$ cat config.mk
export PLATFORM = sky130hd
export DESIGN_NAME = fan_tach_monitor
export DESIGN_NICKNAME = d
export VERILOG_FILES = /design/src/rtl/fan_tach_monitor.sv
export SDC_FILE = /design/constraint.sdc
export NUM_CORES = 1
export LEC_CHECK = 0
export ABC_AREA = 1
export BUFFER_PORTS_ARGS = -buffer_cell sky130_fd_sc_hd__clkbuf_2
export CAP_MARGIN = 20
export CORE_ASPECT_RATIO = 0.7
export CORE_MARGIN = 4
export CORE_UTILIZATION = 40
export DETAILED_ROUTE_END_ITERATION = 8
export GPL_TIMING_DRIVEN = 0
export PLACE_DENSITY = 0.64
export SYNTH_ARGS = -nofsm -noshare
export SYNTH_HDL_FRONTEND = slang
export SYNTH_SLANG_ARGS = --single-unit
$ cat constraint.sdc
create_clock -name aclk -period 12.4 [get_ports aclk]
set_input_delay 1.86 -clock aclk [delete_from_list [all_inputs] [get_ports aclk]]
set_output_delay 1.86 -clock aclk [all_outputs]
set_load 0.01 [all_outputs]
$ cat src/rtl/fan_tach_monitor.sv
// Per-fan tachometer pulse counter: synchronise, debounce, count rising edges per
// tick_1s window and publish a snapshot through a valid/ready port.
module fan_tach_monitor #(
  parameter int P_FAN_NUM     = 6,
  parameter int P_FILTER_LEN  = 4,
  parameter int P_COUNT_WIDTH = 16
) (
  input  logic                               aclk,
  input  logic                               areset,
  input  logic                               en,
  input  logic                               tick_1s,
  input  logic [P_FAN_NUM-1:0]               fan_speed,
  output logic [P_FAN_NUM*P_COUNT_WIDTH-1:0] count_out,
  output logic [P_FAN_NUM-1:0]               count_stall,
  output logic [P_FAN_NUM-1:0]               count_ovf,
  output logic                               count_overrun,
  output logic                               count_valid,
  input  logic                               count_ready
);

  localparam int FW = $clog2(P_FILTER_LEN + 1);
  localparam int W  = P_COUNT_WIDTH;

  typedef enum logic [1:0] {S_IDLE, S_ARMED, S_RUN} state_e;

  state_e state_q, state_d;

  logic [P_FAN_NUM-1:0] sync1_q, sync2_q;
  logic [P_FAN_NUM-1:0] filt_q, filt_d, filt_dly_q, rise;
  logic [FW-1:0]        flt_cnt_q [P_FAN_NUM];
  logic [FW-1:0]        flt_cnt_d [P_FAN_NUM];

  logic [W-1:0]         acc_q   [P_FAN_NUM];
  logic [W-1:0]         acc_d   [P_FAN_NUM];
  logic [W-1:0]         acc_inc [P_FAN_NUM];
  logic [P_FAN_NUM-1:0] ovf_q, ovf_d, ovf_inc;

  logic [P_FAN_NUM*W-1:0] out_q, out_d;
  logic [P_FAN_NUM-1:0]   stall_q, stall_d, ovf_out_q, ovf_out_d;
  logic                   valid_q, valid_d, overrun_q, overrun_d;
  logic                   clear, publish, xfer;

  // NOTE: every always_comb output gets a default first so no latch is inferred.
  always_comb begin
    for (int i = 0; i < P_FAN_NUM; i++) begin
      filt_d[i]    = filt_q[i];
      flt_cnt_d[i] = '0;
      if (sync2_q[i] != filt_q[i]) begin
        if (flt_cnt_q[i] == FW'(P_FILTER_LEN - 1)) filt_d[i] = sync2_q[i];
        else flt_cnt_d[i] = flt_cnt_q[i] + FW'(1);
      end
    end
  end

  assign rise = filt_q & ~filt_dly_q;

  // Saturating increment; an edge arriving at all-ones flags the window overflow.
  always_comb begin
    for (int i = 0; i < P_FAN_NUM; i++) begin
      acc_inc[i] = acc_q[i];
      ovf_inc[i] = ovf_q[i];
      if (rise[i]) begin
        if (&acc_q[i]) ovf_inc[i] = 1'b1;
        else acc_inc[i] = acc_q[i] + W'(1);
      end
    end
  end

  always_comb begin
    state_d = state_q;
    clear   = 1'b0;
    publish = 1'b0;
    case (state_q)
      S_IDLE: begin
        clear = 1'b1;
        if (en) state_d = S_ARMED;
      end
      S_ARMED: begin
        if (!en) begin
          state_d = S_IDLE;
          clear   = 1'b1;
        end else if (tick_1s) begin
          state_d = S_RUN;
          clear   = 1'b1;
        end
      end
      S_RUN: begin
        if (!en) begin
          state_d = S_IDLE;
          clear   = 1'b1;
        end else if (tick_1s) begin
          publish = 1'b1;
          clear   = 1'b1;
        end
      end
      default: begin
        state_d = S_IDLE;
        clear   = 1'b1;
      end
    endcase
  end

  always_comb begin
    for (int i = 0; i < P_FAN_NUM; i++) acc_d[i] = clear ? '0 : acc_inc[i];
    ovf_d = clear ? '0 : ovf_inc;
  end

  // The publishing snapshot includes an edge landing on the tick cycle.
  assign xfer = valid_q & count_ready;

  always_comb begin
    valid_d   = valid_q;
    overrun_d = overrun_q;
    out_d     = out_q;
    stall_d   = stall_q;
    ovf_out_d = ovf_out_q;
    if (publish) begin
      valid_d   = 1'b1;
      overrun_d = valid_q & ~count_ready;
      ovf_out_d = ovf_inc;
      for (int i = 0; i < P_FAN_NUM; i++) begin
        out_d[i*W +: W] = acc_inc[i];
        stall_d[i]      = (acc_inc[i] == '0);
      end
    end else if (xfer) begin
      valid_d   = 1'b0;
      overrun_d = 1'b0;
    end
  end

  // NOTE: sequential state uses non-blocking assignments only; the small per-fan
  // arrays are register banks, not RAM, so they are reset along with the rest.
  always_ff @(posedge aclk or posedge areset) begin
    if (areset) begin
      state_q    <= S_IDLE;
      sync1_q    <= '0;
      sync2_q    <= '0;
      filt_q     <= '0;
      filt_dly_q <= '0;
      ovf_q      <= '0;
      out_q      <= '0;
      stall_q    <= '0;
      ovf_out_q  <= '0;
      valid_q    <= 1'b0;
      overrun_q  <= 1'b0;
      for (int i = 0; i < P_FAN_NUM; i++) begin
        flt_cnt_q[i] <= '0;
        acc_q[i]     <= '0;
      end
    end else begin
      state_q    <= state_d;
      sync1_q    <= fan_speed;
      sync2_q    <= sync1_q;
      filt_q     <= filt_d;
      filt_dly_q <= filt_q;
      ovf_q      <= ovf_d;
      out_q      <= out_d;
      stall_q    <= stall_d;
      ovf_out_q  <= ovf_out_d;
      valid_q    <= valid_d;
      overrun_q  <= overrun_d;
      for (int i = 0; i < P_FAN_NUM; i++) begin
        flt_cnt_q[i] <= flt_cnt_d[i];
        acc_q[i]     <= acc_d[i];
      end
    end
  end

  assign count_out     = out_q;
  assign count_stall   = stall_q;
  assign count_ovf     = ovf_out_q;
  assign count_overrun = overrun_q;
  assign count_valid   = valid_q;

endmodule

==> impl_metrics.env, run 1 <==
export IMPL_status="completed"
export IMPL_p_leak_nw=7.31
export IMPL_path_class="in -> reg"
export IMPL_drive_gt1_frac=0.136
export IMPL_clkTransAtPathRegs_ns=0.06
export IMPL_hold_class="reg -> reg"
export IMPL_critPathRequiredTime_ns=12.80
export IMPL_skew_ns=0.0125
export IMPL_clkSinkCount=256
export IMPL_worst_slew_pin_transition_ns=0.984
export IMPL_cts_tree="yes"
export IMPL_netlist_area_sq_mm=0.0129
export IMPL_dieArea_sq_mm=0.0351
export IMPL_grt_ovfl_total=0
export IMPL_drt_total_wl_microns=33400
export IMPL_critPathSlowestCell="clkbuf_1"
export IMPL_critPathLaunchType="primary input"
export IMPL_die_w_microns=222
export IMPL_cts_hold_buffers=0
export IMPL_cts_setup_buffers=0
export IMPL_fin_nets=1822
export IMPL_gp_congestion=0.898
export IMPL_crit_family="buffers and inverters"
export IMPL_cpPeakStageDelay_ns=0.78
export IMPL_final_fill_count=3113
export IMPL_htreeDepth=1
export IMPL_cpMostUsedCell="clkbuf_1"
export IMPL_worstPathArrival_ns=4.05
export IMPL_root_buffer="clkbuf_16"
export IMPL_ys_seq_area_frac=0.498
export IMPL_n_antenna_cell=0
export IMPL_start_util=0.409
export IMPL_drt_first_pass_iters=6
export IMPL_syn_inst=1645
export IMPL_portBuffers=120
export IMPL_synthToLayoutAreaGrowth_pct=15.8
export IMPL_grt_pass1_wl_microns=55200
export IMPL_hpwl_microns=24500
export IMPL_crit_buf_inv=4
export IMPL_yosysWarnings=0
export IMPL_max_clock_freq_mhz=273
export IMPL_grt_pass1_vias=10500
export IMPL_syn_area_per_cell_sq_um=7.82
export IMPL_slew_headroom=0.344
export IMPL_pwr_density_cell_mw_per_mm2=143
export IMPL_fin_setup_tns_ns=0
export IMPL_wl_per_cell_microns=15.0
export IMPL_syn_nets=1671
export IMPL_drc=0
export IMPL_crit_fanout=10
export IMPL_dr_total_vias=11200
export IMPL_drv_slew=0
export IMPL_period_needed_ns=3.66
export IMPL_core_area_sq_mm=0.0314
export IMPL_cts_buffer_depth=3
export IMPL_detail_route_antenna_nets=0
export IMPL_dieHeight_microns=158
export IMPL_hold_worst_slack_ns=0.350
export IMPL_grt_max_degree=122
export IMPL_path_cells="clkbuf_2 -> nand2_1 -> nor2_4 -> inv_2 -> clkbuf_1 -> clkbuf_1 -> o21ai_0"
export IMPL_floorplan_rows=54
export IMPL_clkLatencyLatePin_ns=0.55
export IMPL_ys_seq_elements=256
export IMPL_cts_buffers=27
export IMPL_synth_cell_types=35
export IMPL_routed_via_density=5.02
export IMPL_period_share=0.295
export IMPL_drv_cap=0
export IMPL_ctsResizeCount=0
export IMPL_antenna_found_initial=1
export IMPL_drtIter0Drc=974
export IMPL_rsz0062_at_grt="no"
export IMPL_setup_violations=0
export IMPL_endpoint_kind="flop"
export IMPL_peakVddDrop_v=0.0000855
export IMPL_grtUsageTotal=0.192
export IMPL_hold_violations=0
export IMPL_top_level_ports=121
[worst paths after layout]
| kind | start | cells past startpoint | slack (ns) | endpoint |
|---|---|---|---|---|
| max | en | 7 | 8.74 | count_ovf[0] |
| min | sync1_q[1] | 0 | 0.35 | sync2_q[1] |
| max reg2reg | state_q[0] | 8 | 9.59 | count_ovf[0] |
| min reg2reg | sync1_q[1] | 0 | 0.35 | sync2_q[1] |
| max in group asynchronous | areset | 4 | 9.80 | count_out[40] |
| min in group asynchronous | areset | 2 | 1.31 | count_out[88] |
[cell usage after synthesis]
cell	n	area [sq um]
xor2_1	15	131
a31oi_1	1	6.26
ha_1	15	188
buf_1	6	22.5
mux2_2	3	33.8
nand2_2	16	100
mux2i_1	1	10.0
o21bai_1	1	7.51
dfrtp_1	256	6410
xnor2_1	10	87.6
inv_2	5	18.8
nand2_4	8	90.1
nand3_2	4	40.0
nand2_1	469	1760
xor2_2	1	16.3
nor2_8	2	40.0
nand3b_1	17	128
a21boi_1	1	7.51
buf_2	5	25.0
clkbuf_1	30	113
nand4_4	1	21.3
a21oi_1	29	145
o21ai_1	8	40.0
nor2_4	22	248
nor3_1	12	60.1
nand4_1	25	156
nor3b_1	6	45.0
nor2_1	211	792
clkinv_1	1	3.75
o21ai_0	131	656
and2_1	2	12.5
nand3_1	109	546
o21a_1	8	60.1
inv_1	198	743
nor2_2	16	100
[per-layer routing]
metal  global-route usage  wire (microns)  up-vias
li1                     -               -     5470
met1                0.289           16300     5336
met2                0.282           13800      349
met3               0.0378            2400       64
met4               0.0567             998        0
met5                    0               0        -
[state kept, by name (all words and copies together), names as in the netlist]
| name | cells |
|---|---|
| acc_q | 96 |
| count_out | 96 |
| count_overrun | 1 |
| count_ovf | 6 |
| count_stall | 6 |
| count_valid | 1 |
| filt_dly_q | 6 |
| filt_q | 6 |
| flt_cnt_q | 18 |
| ovf_q | 6 |
| state_q | 2 |
| sync1_q | 6 |
| sync2_q | 6 |
[worst register-to-register path, cell delays in order, from the launching register on]
cell and delay, ns:
dfrtp_1 0.35, inv_1 0.07, ha_1 0.19, nand2_1 0.12
nor2_4 0.10, inv_2 0.34, clkbuf_1 0.79, clkbuf_1 0.53
o21ai_0 0.18
[metrics by stage]
step           power [W]  instance area [sq um]  utilization  setup slack [ns]  std cells
3_5_place_dp     0.00136                  14000        0.447              8.13       2187
4_1_cts          0.00215                  14900        0.474              8.71       2235
2_1_floorplan    0.00122                  12900            -              3.50       1645
3_3_place_gp     0.00135                  14000        0.445             0.581       2185
6_report         0.00212                  14900        0.474              8.74       2235
5_1_grt          0.00224                  14900        0.474              8.61       2235
[report_power, final]
part / total (W) / leakage, nW / internal, W / switching, W
combinational: 0.000381 / 3.42 / 0.000115 / 0.000266
clock: 0.000785 / 0.414 / 0.000446 / 0.000339
sequential: 0.000958 / 3.48 / 0.000909 / 0.0000490
total: 0.00212 / 7.31 / 0.00147 / 0.000654
[cell families after synthesis]
| kind of cell | count (synthesis) | share of synthesized area |
|---|---|---|
| AOI/OAI and AO/OA | 179 | 0.0717 |
| xor gates and xnor gates | 26 | 0.0183 |
| adders and majority gates | 15 | 0.0146 |
| buffers and inverters | 245 | 0.0720 |
| DFF | 256 | 0.498 |
| muxes | 4 | 0.00341 |
| and+or+nand+nor | 920 | 0.322 |
[cells in the final DEF, fill, tap and decap left out, types with 5 or more instances in the layout]
cell type and instances:
clkbuf_1 37, ha_1 15, buf_2 5, inv_1 197, nand4_1 25, o21ai_1 8, nand2_1 469, o21a_1 8
nor2_1 211, clkbuf_16 27, nand3_1 109, dfrtp_1 256, nand3b_1 17, nor3b_1 6, buf_1 6, xor2_1 15
nor2_4 22, nand2_2 16, inv_2 5, nand2_4 8, xnor2_1 10, a21oi_1 29, clkbuf_2 120, clkinv_2 6
nor3_1 12, o21ai_0 131, nor2_2 16
[final cells by class]
cell class / count / area (sq um) / area share
plain buffers: 41 / 160 / 0.0108
clock buffers: 38 / 757 / 0.0508
well taps: 420 / 526 / 0.0353
clock inverters: 10 / 86.3 / 0.00580
repair buffers: 122 / 656 / 0.0440
inverters: 204 / 773 / 0.0519
flip-flops and latches: 256 / 6410 / 0.430
multi-input cells: 1144 / 5530 / 0.371
(Power assumes the default switching activity.)
==> run 2, diff against run 1 <==
--- a/config.mk
+++ b/config.mk
@@ -5,7 +5,7 @@
 export SDC_FILE = /design/constraint.sdc
 export NUM_CORES = 1
 export LEC_CHECK = 0
-export ABC_AREA = 1
+export ABC_AREA = 0
 export BUFFER_PORTS_ARGS = -buffer_cell sky130_fd_sc_hd__clkbuf_2
 export CAP_MARGIN = 20
 export CORE_ASPECT_RATIO = 0.7
==> constraint.sdc (replaced) <==
create_clock -name aclk -period 3.5 [get_ports aclk]
set_input_delay 0.525 -clock aclk [delete_from_list [all_inputs] [get_ports aclk]]
set_output_delay 0.525 -clock aclk [all_outputs]
set_load 0.01 [all_outputs]
==> impl_metrics.env, run 2 <==
export IMPL_layout_commonest_cell="dfrtp_1"
export IMPL_period_needed_ns=3.01
export IMPL_yosysWarnings=0
export IMPL_synthTopCellsByCount="dfrtp_1, nand2_1, nor2_1"
export IMPL_gp_congestion=0.928
export IMPL_swShare=0.286
export IMPL_syn_area_per_cell_sq_um=9.81
export IMPL_p_leak_nw=6.11
export IMPL_path_cells="inv_1 -> ha_1 -> nand3_1 -> clkbuf_1 -> clkbuf_1 -> clkbuf_1 -> o21ai_0"
export IMPL_grt_max_degree=44
export IMPL_netlist_area_sq_mm=0.0118
export IMPL_period_share=0.859
export IMPL_ys_seq_area_frac=0.541
export IMPL_endpoint_kind="flop"
export IMPL_synthToLayoutAreaGrowth_pct=17.4
export IMPL_reg2reg_from="state_q[0]"
export IMPL_syn_nets=1232
export IMPL_ctsResizeCount=0
export IMPL_htreeDepth=1
export IMPL_synth_top_area_frac=0.541
export IMPL_fin_setup_tns_ns=0
export IMPL_top_level_ports=121
export IMPL_hold_class="in -> reg"
export IMPL_synthFlopType="dfrtp_1"
export IMPL_worst_slew_pin_transition_ns=0.915
export IMPL_ys_seq_elements=256
export IMPL_power_switching_w=0.00211
export IMPL_routed_via_density=5.42
export IMPL_cts_hold_buffers=0
export IMPL_portBuffers=120
export IMPL_grtUsageTotal=0.183
export IMPL_root_buffer="clkbuf_16"
export IMPL_max_clock_freq_mhz=333
export IMPL_peakVddDrop_v=0.000355
export IMPL_cpPeakStageDelay_ns=0.71
export IMPL_timing_rr_end="count_ovf[0]"
export IMPL_drc=0
export IMPL_clkTransAtPathRegs_ns=0.06
export IMPL_slew_headroom=0.390
export IMPL_hp_start="fan_speed[2]"
export IMPL_crit_fanout=10
export IMPL_n_antenna_cell=0
export IMPL_wl_per_cell_microns=16.8
export IMPL_setup_violations=0
export IMPL_dieHeight_microns=152
export IMPL_synth_most_common_cell="dfrtp_1"
export IMPL_synth_edf_count=0
export IMPL_drtIter0Drc=640
export IMPL_drt_total_wl_microns=29500
export IMPL_cts_setup_buffers=0
export IMPL_cpMostUsedCell="clkbuf_1"
export IMPL_dieArea_sq_mm=0.0325
export IMPL_core_area_sq_mm=0.0290
export IMPL_combPwrFrac=0.163
export IMPL_die_w_microns=214
export IMPL_p_clk_frac=0.378
export IMPL_cts_tree="yes"
export IMPL_placedCellCount=1710
export IMPL_rsz0062_at_grt="no"
export IMPL_syn_inst=1206
export IMPL_status="completed"
export IMPL_grt_pass1_vias=9035
export IMPL_pwr_share_seq=0.459
export IMPL_worstPathArrival_ns=3.40
export IMPL_stdcell_count=1756
export IMPL_cts_buffers=26
export IMPL_clkSinkCount=256
export IMPL_critPathLaunchType="flop"
export IMPL_drv_cap=0
export IMPL_dr_total_vias=9512
export IMPL_clkLatencyLatePin_ns=0.54
export IMPL_synth_top_area_cell="dfrtp_1"
export IMPL_layout_common_cells="dfrtp_1, nand2_1, nor2_1, clkbuf_2, o21ai_0"
export IMPL_hold_worst_slack_ns=0.0865
export IMPL_antenna_found_initial=0
export IMPL_ff2ff_path_depth=7
export IMPL_rrSetupSlack_ns=0.49
export IMPL_drive_gt1_frac=0.155
export IMPL_fin_nets=1387
export IMPL_hpwl_microns=21700
export IMPL_hold_violations=0
export IMPL_synth_area_leaders="dfrtp_1, o21ai_0, nand2_1, nor2_1, xnor2_1"
export IMPL_cts_buffer_depth=3
export IMPL_pwr_density_cell_mw_per_mm2=531
export IMPL_intPower_w=0.00528
export IMPL_start_util=0.408
export IMPL_drv_slew=0
export IMPL_floorplan_rows=52
export IMPL_utilization=0.479
export IMPL_drt_first_pass_iters=5
export IMPL_detail_route_antenna_nets=0
export IMPL_async_flop_share=1.00
export IMPL_grt_ovfl_total=0
export IMPL_critPathSlowestCell="clkbuf_1"
export IMPL_whs_path_depth=1
export IMPL_min_to="sync1_q[2]"
export IMPL_synth_cell_types=69
export IMPL_grt_pass1_wl_microns=49200
export IMPL_path_class="reg -> reg"
export IMPL_skew_ns=0.0165
export IMPL_critPathRequiredTime_ns=3.89
==> run 2: cell count changes after synthesis, moves of 19 or more <==
cell     delta
nor2b_1    +21
nand4_1    +27
nor2_1     -57
nand2_1   -315
nor4_1     +23
inv_1     -176
nor2_4     -22
nor3_1     +19
nand3_1    -69
mux2i_1    +19
xnor2_1    +29
==> run 2: power groups by stage <==
stage                     clock network (W)  logic [W]  registers [W]
after global routing                0.00301    0.00135        0.00342
after global placement                    0    0.00117        0.00344
final                               0.00279    0.00120        0.00339
after CTS                           0.00288    0.00122        0.00339
after floorplan                           0   0.000789        0.00343
after detailed placement                  0    0.00121        0.00344
==> run 2: through the flow <==
| stage | total power (W) | instance area (sq um) | worst slack, ns |
|---|---|---|---|
| after CTS | 0.00749 | 13900 | 0.357 |
| after global placement | 0.00461 | 12900 | -1.96 |
| after global routing | 0.00779 | 13900 | 0.241 |
| after floorplan | 0.00422 | 11800 | -0.397 |
| after detailed placement | 0.00466 | 13000 | 0.407 |
| final | 0.00739 | 13900 | 0.493 |
==> run 2: layout make-up <==
cell class	count	area (sq um)
inverter	22	86.3
buffer	55	225
clock inverter	7	103
tap	378	473
multi-input combinational	873	5120
fill	2756	15100
clock buffer	38	756
timing repair buffer	127	726
sequential	256	6410
==> run 2: how the worst max path moves through the flow <==
| stage | from | to | slack (ns) | cells past startpoint |
|---|---|---|---|---|
| 2_1_floorplan | areset | acc_q[0] | -0.40 | 1 |
| 3_3_place_gp | areset | sync1_q[2] | -1.96 | 2 |
| 3_5_place_dp | state_q[0] | count_ovf[0] | 0.41 | 7 |
| 4_1_cts | state_q[0] | count_ovf[0] | 0.36 | 7 |
| 5_1_grt | state_q[0] | count_valid | 0.24 | 7 |
| 6_report | state_q[0] | count_ovf[0] | 0.49 | 7 |
==> run 2: cell families (layout without fill, tap and decap cells) <==
logic type,after synthesis,after routing,synth area share
fa+ha+maj,15,15,0.0159
compound gates,199,199,0.103
flops,256,256,0.541
simple gates,567,567,0.242
xor+xnor,65,65,0.0481
mux,27,27,0.0236
buf+inv,77,249,0.0260
==> run 2: layer usage <==
layer / up-vias / wire, microns / global-route usage
met2: 254 / 12400 / 0.261
met5: - / 0 / 0
met1: 4641 / 14900 / 0.293
li1: 4576 / - / -
met3: 41 / 1600 / 0.0330
met4: 0 / 597 / 0.0359
==> run 2: critical path: cells and delay by family (launching register included) <==
family / cells / cell delay [ns]
buffers and inverters: 4 / 1.94
DFF: 1 / 0.37
adders and majority gates: 1 / 0.24
AOI/OAI and AO/OA: 1 / 0.16
and+or+nand+nor: 1 / 0.13
==> run 3, diff against run 2 <==
--- a/config.mk
+++ b/config.mk
@@ -5,7 +5,7 @@
 export SDC_FILE = /design/constraint.sdc
 export NUM_CORES = 1
 export LEC_CHECK = 0
-export ABC_AREA = 0
+export ABC_AREA = 1
 export BUFFER_PORTS_ARGS = -buffer_cell sky130_fd_sc_hd__clkbuf_2
 export CAP_MARGIN = 20
 export CORE_ASPECT_RATIO = 0.7
==> impl_metrics.env, run 3 (same netlist as run 1, synthesis figures left out) <==
export IMPL_portBuffers=120
export IMPL_skew_ns=0.0154
export IMPL_grt_ovfl_total=0
export IMPL_critPathSlowestCell="clkbuf_1"
export IMPL_rrSetupSlack_ns=0.71
export IMPL_synthToLayoutAreaGrowth_pct=17.0
export IMPL_fin_setup_tns_ns=0
export IMPL_drive_gt1_frac=0.140
export IMPL_drtIter0Drc=1061
export IMPL_cpMostUsedCell="clkbuf_1"
export IMPL_routed_via_density=4.97
export IMPL_start_util=0.409
export IMPL_cts_tree="yes"
export IMPL_fin_nets=1826
export IMPL_p_leak_nw=7.39
export IMPL_ff2ff_path_depth=8
export IMPL_worstPathArrival_ns=3.19
export IMPL_crit_end="count_out[0]"
export IMPL_hold_violations=0
export IMPL_path_cells="inv_1 -> ha_1 -> nand2_1 -> nor2_4 -> inv_2 -> clkbuf_1 -> clkbuf_1 -> o21ai_0"
export IMPL_clkTransAtPathRegs_ns=0.06
export IMPL_dr_total_vias=11100
export IMPL_grt_max_degree=43
export IMPL_dieArea_sq_mm=0.0351
export IMPL_endpoint_kind="flop"
export IMPL_n_antenna_cell=0
export IMPL_startpoint="state_q[0]"
export IMPL_drt_total_wl_microns=33800
export IMPL_pwr_density_cell_mw_per_mm2=518
export IMPL_peakVddDrop_v=0.000366
export IMPL_dieHeight_microns=158
export IMPL_status="completed"
export IMPL_setup_violations=0
export IMPL_die_w_microns=222
export IMPL_rsz0062_at_grt="no"
export IMPL_layout_common_cells="nand2_1, dfrtp_1, nor2_1, inv_1, o21ai_0"
export IMPL_drv_cap=0
export IMPL_gp_congestion=0.914
export IMPL_grt_pass1_vias=10600
export IMPL_critPathRequiredTime_ns=3.90
export IMPL_root_buffer="clkbuf_16"
export IMPL_path_class="reg -> reg"
export IMPL_clkSinkCount=256
export IMPL_top_level_ports=121
export IMPL_clkLatencyLatePin_ns=0.56
export IMPL_critPathLaunchType="flop"
export IMPL_cts_hold_buffers=0
export IMPL_max_clock_freq_mhz=359
export IMPL_ctsResizeCount=0
export IMPL_floorplan_rows=54
export IMPL_grtUsageTotal=0.194
export IMPL_core_area_sq_mm=0.0314
export IMPL_dpl_instance_area_sq_mm=0.0141
export IMPL_worst_slack_ns=0.714
export IMPL_hpwl_microns=25200
export IMPL_stdcell_area_sq_mm=0.0150
export IMPL_hold_class="in -> reg"
export IMPL_detail_route_antenna_nets=0
export IMPL_reg2reg_from="state_q[0]"
export IMPL_cts_setup_buffers=0
export IMPL_layout_commonest_cell="nand2_1"
export IMPL_cpPeakStageDelay_ns=0.75
export IMPL_period_share=0.796
export IMPL_cts_buffers=27
export IMPL_drv_slew=0
export IMPL_period_needed_ns=2.79
export IMPL_worst_slew_pin_transition_ns=0.941
export IMPL_htreeDepth=1
export IMPL_cts_buffer_depth=3
export IMPL_slew_headroom=0.373
export IMPL_antenna_found_initial=0
export IMPL_crit_fanout=10
export IMPL_timing_rr_end="count_out[0]"
export IMPL_place_ws_ns=0.567
export IMPL_grt_pass1_wl_microns=56000
export IMPL_power_total_w=0.00780
export IMPL_wl_per_cell_microns=15.1
export IMPL_final_fill_count=3075
export IMPL_drt_first_pass_iters=7
export IMPL_drc=0
==> run 3: cell types whose count changed in the layout (fill, tap and decap cells not counted), sizes merged, moves of 20 or more <==
cell,delta
inv,+182
nand2,+339
nand3,+73
nand4,-31
nor2,+97
nor2b,-21
nor3,-20
nor4,-25
xnor2,-29
==> run 3: worst min-delay path by stage <==
stage	startpoint	end	slack (ns)	depth (start not counted)
after floorplan	sync1_q[0]	sync2_q[0]	0.33	0
after global placement	sync1_q[1]	sync2_q[1]	0.33	0
after detailed placement	sync1_q[2]	sync2_q[2]	0.33	0
after CTS	fan_speed[2]	sync1_q[2]	0.04	1
after global routing	fan_speed[1]	sync1_q[1]	0.05	1
final	fan_speed[1]	sync1_q[1]	0.08	1
==> run 3: worst max-delay path, delay by kind of cell, from the launching register on <==
kind                       cells  cell delay (ns)
AOI/OAI and AO/OA              1             0.19
adders and majority gates      1             0.19
buffers and inverters          4             1.65
DFF                            1             0.35
and+or+nand+nor                2             0.22
==> run 3: area by class of cell <==
type,count,area [sq um],area share
timing repair buffer,126,721,0.0479
multi-input combinational,1144,5530,0.367
clock inverter,12,169,0.0112
clock buffer,36,769,0.0511
tap,420,526,0.0349
inverter,204,769,0.0511
sequential,256,6410,0.426
buffer,41,160,0.0106
==> run 3: layer usage <==
layer  vias up  routed length, microns  track usage
li1       5490                       -            -
met1      5352                   17100        0.298
met2       234                   14200        0.287
met3        49                    1600       0.0298
met4         0                     919       0.0534
met5         -                       0            0
==> run 3: stage by stage <==
| step | hold WS (ns) | cells | util |
|---|---|---|---|
| floorplan | 0.331 | 1645 | - |
| global placement | 0.332 | 2185 | 0.445 |
| detailed placement | 0.335 | 2191 | 0.449 |
| CTS | 0.0436 | 2239 | 0.479 |
| global route | 0.0467 | 2239 | 0.479 |
| finish | 0.0758 | 2239 | 0.479 |
==> run 3: power by group <==
| part | switching, W | internal (W) | total [W] |
|---|---|---|---|
| registers | 0.000182 | 0.00322 | 0.00340 |
| logic | 0.000940 | 0.000416 | 0.00136 |
| clock network | 0.00121 | 0.00183 | 0.00304 |
| total | 0.00234 | 0.00547 | 0.00780 |
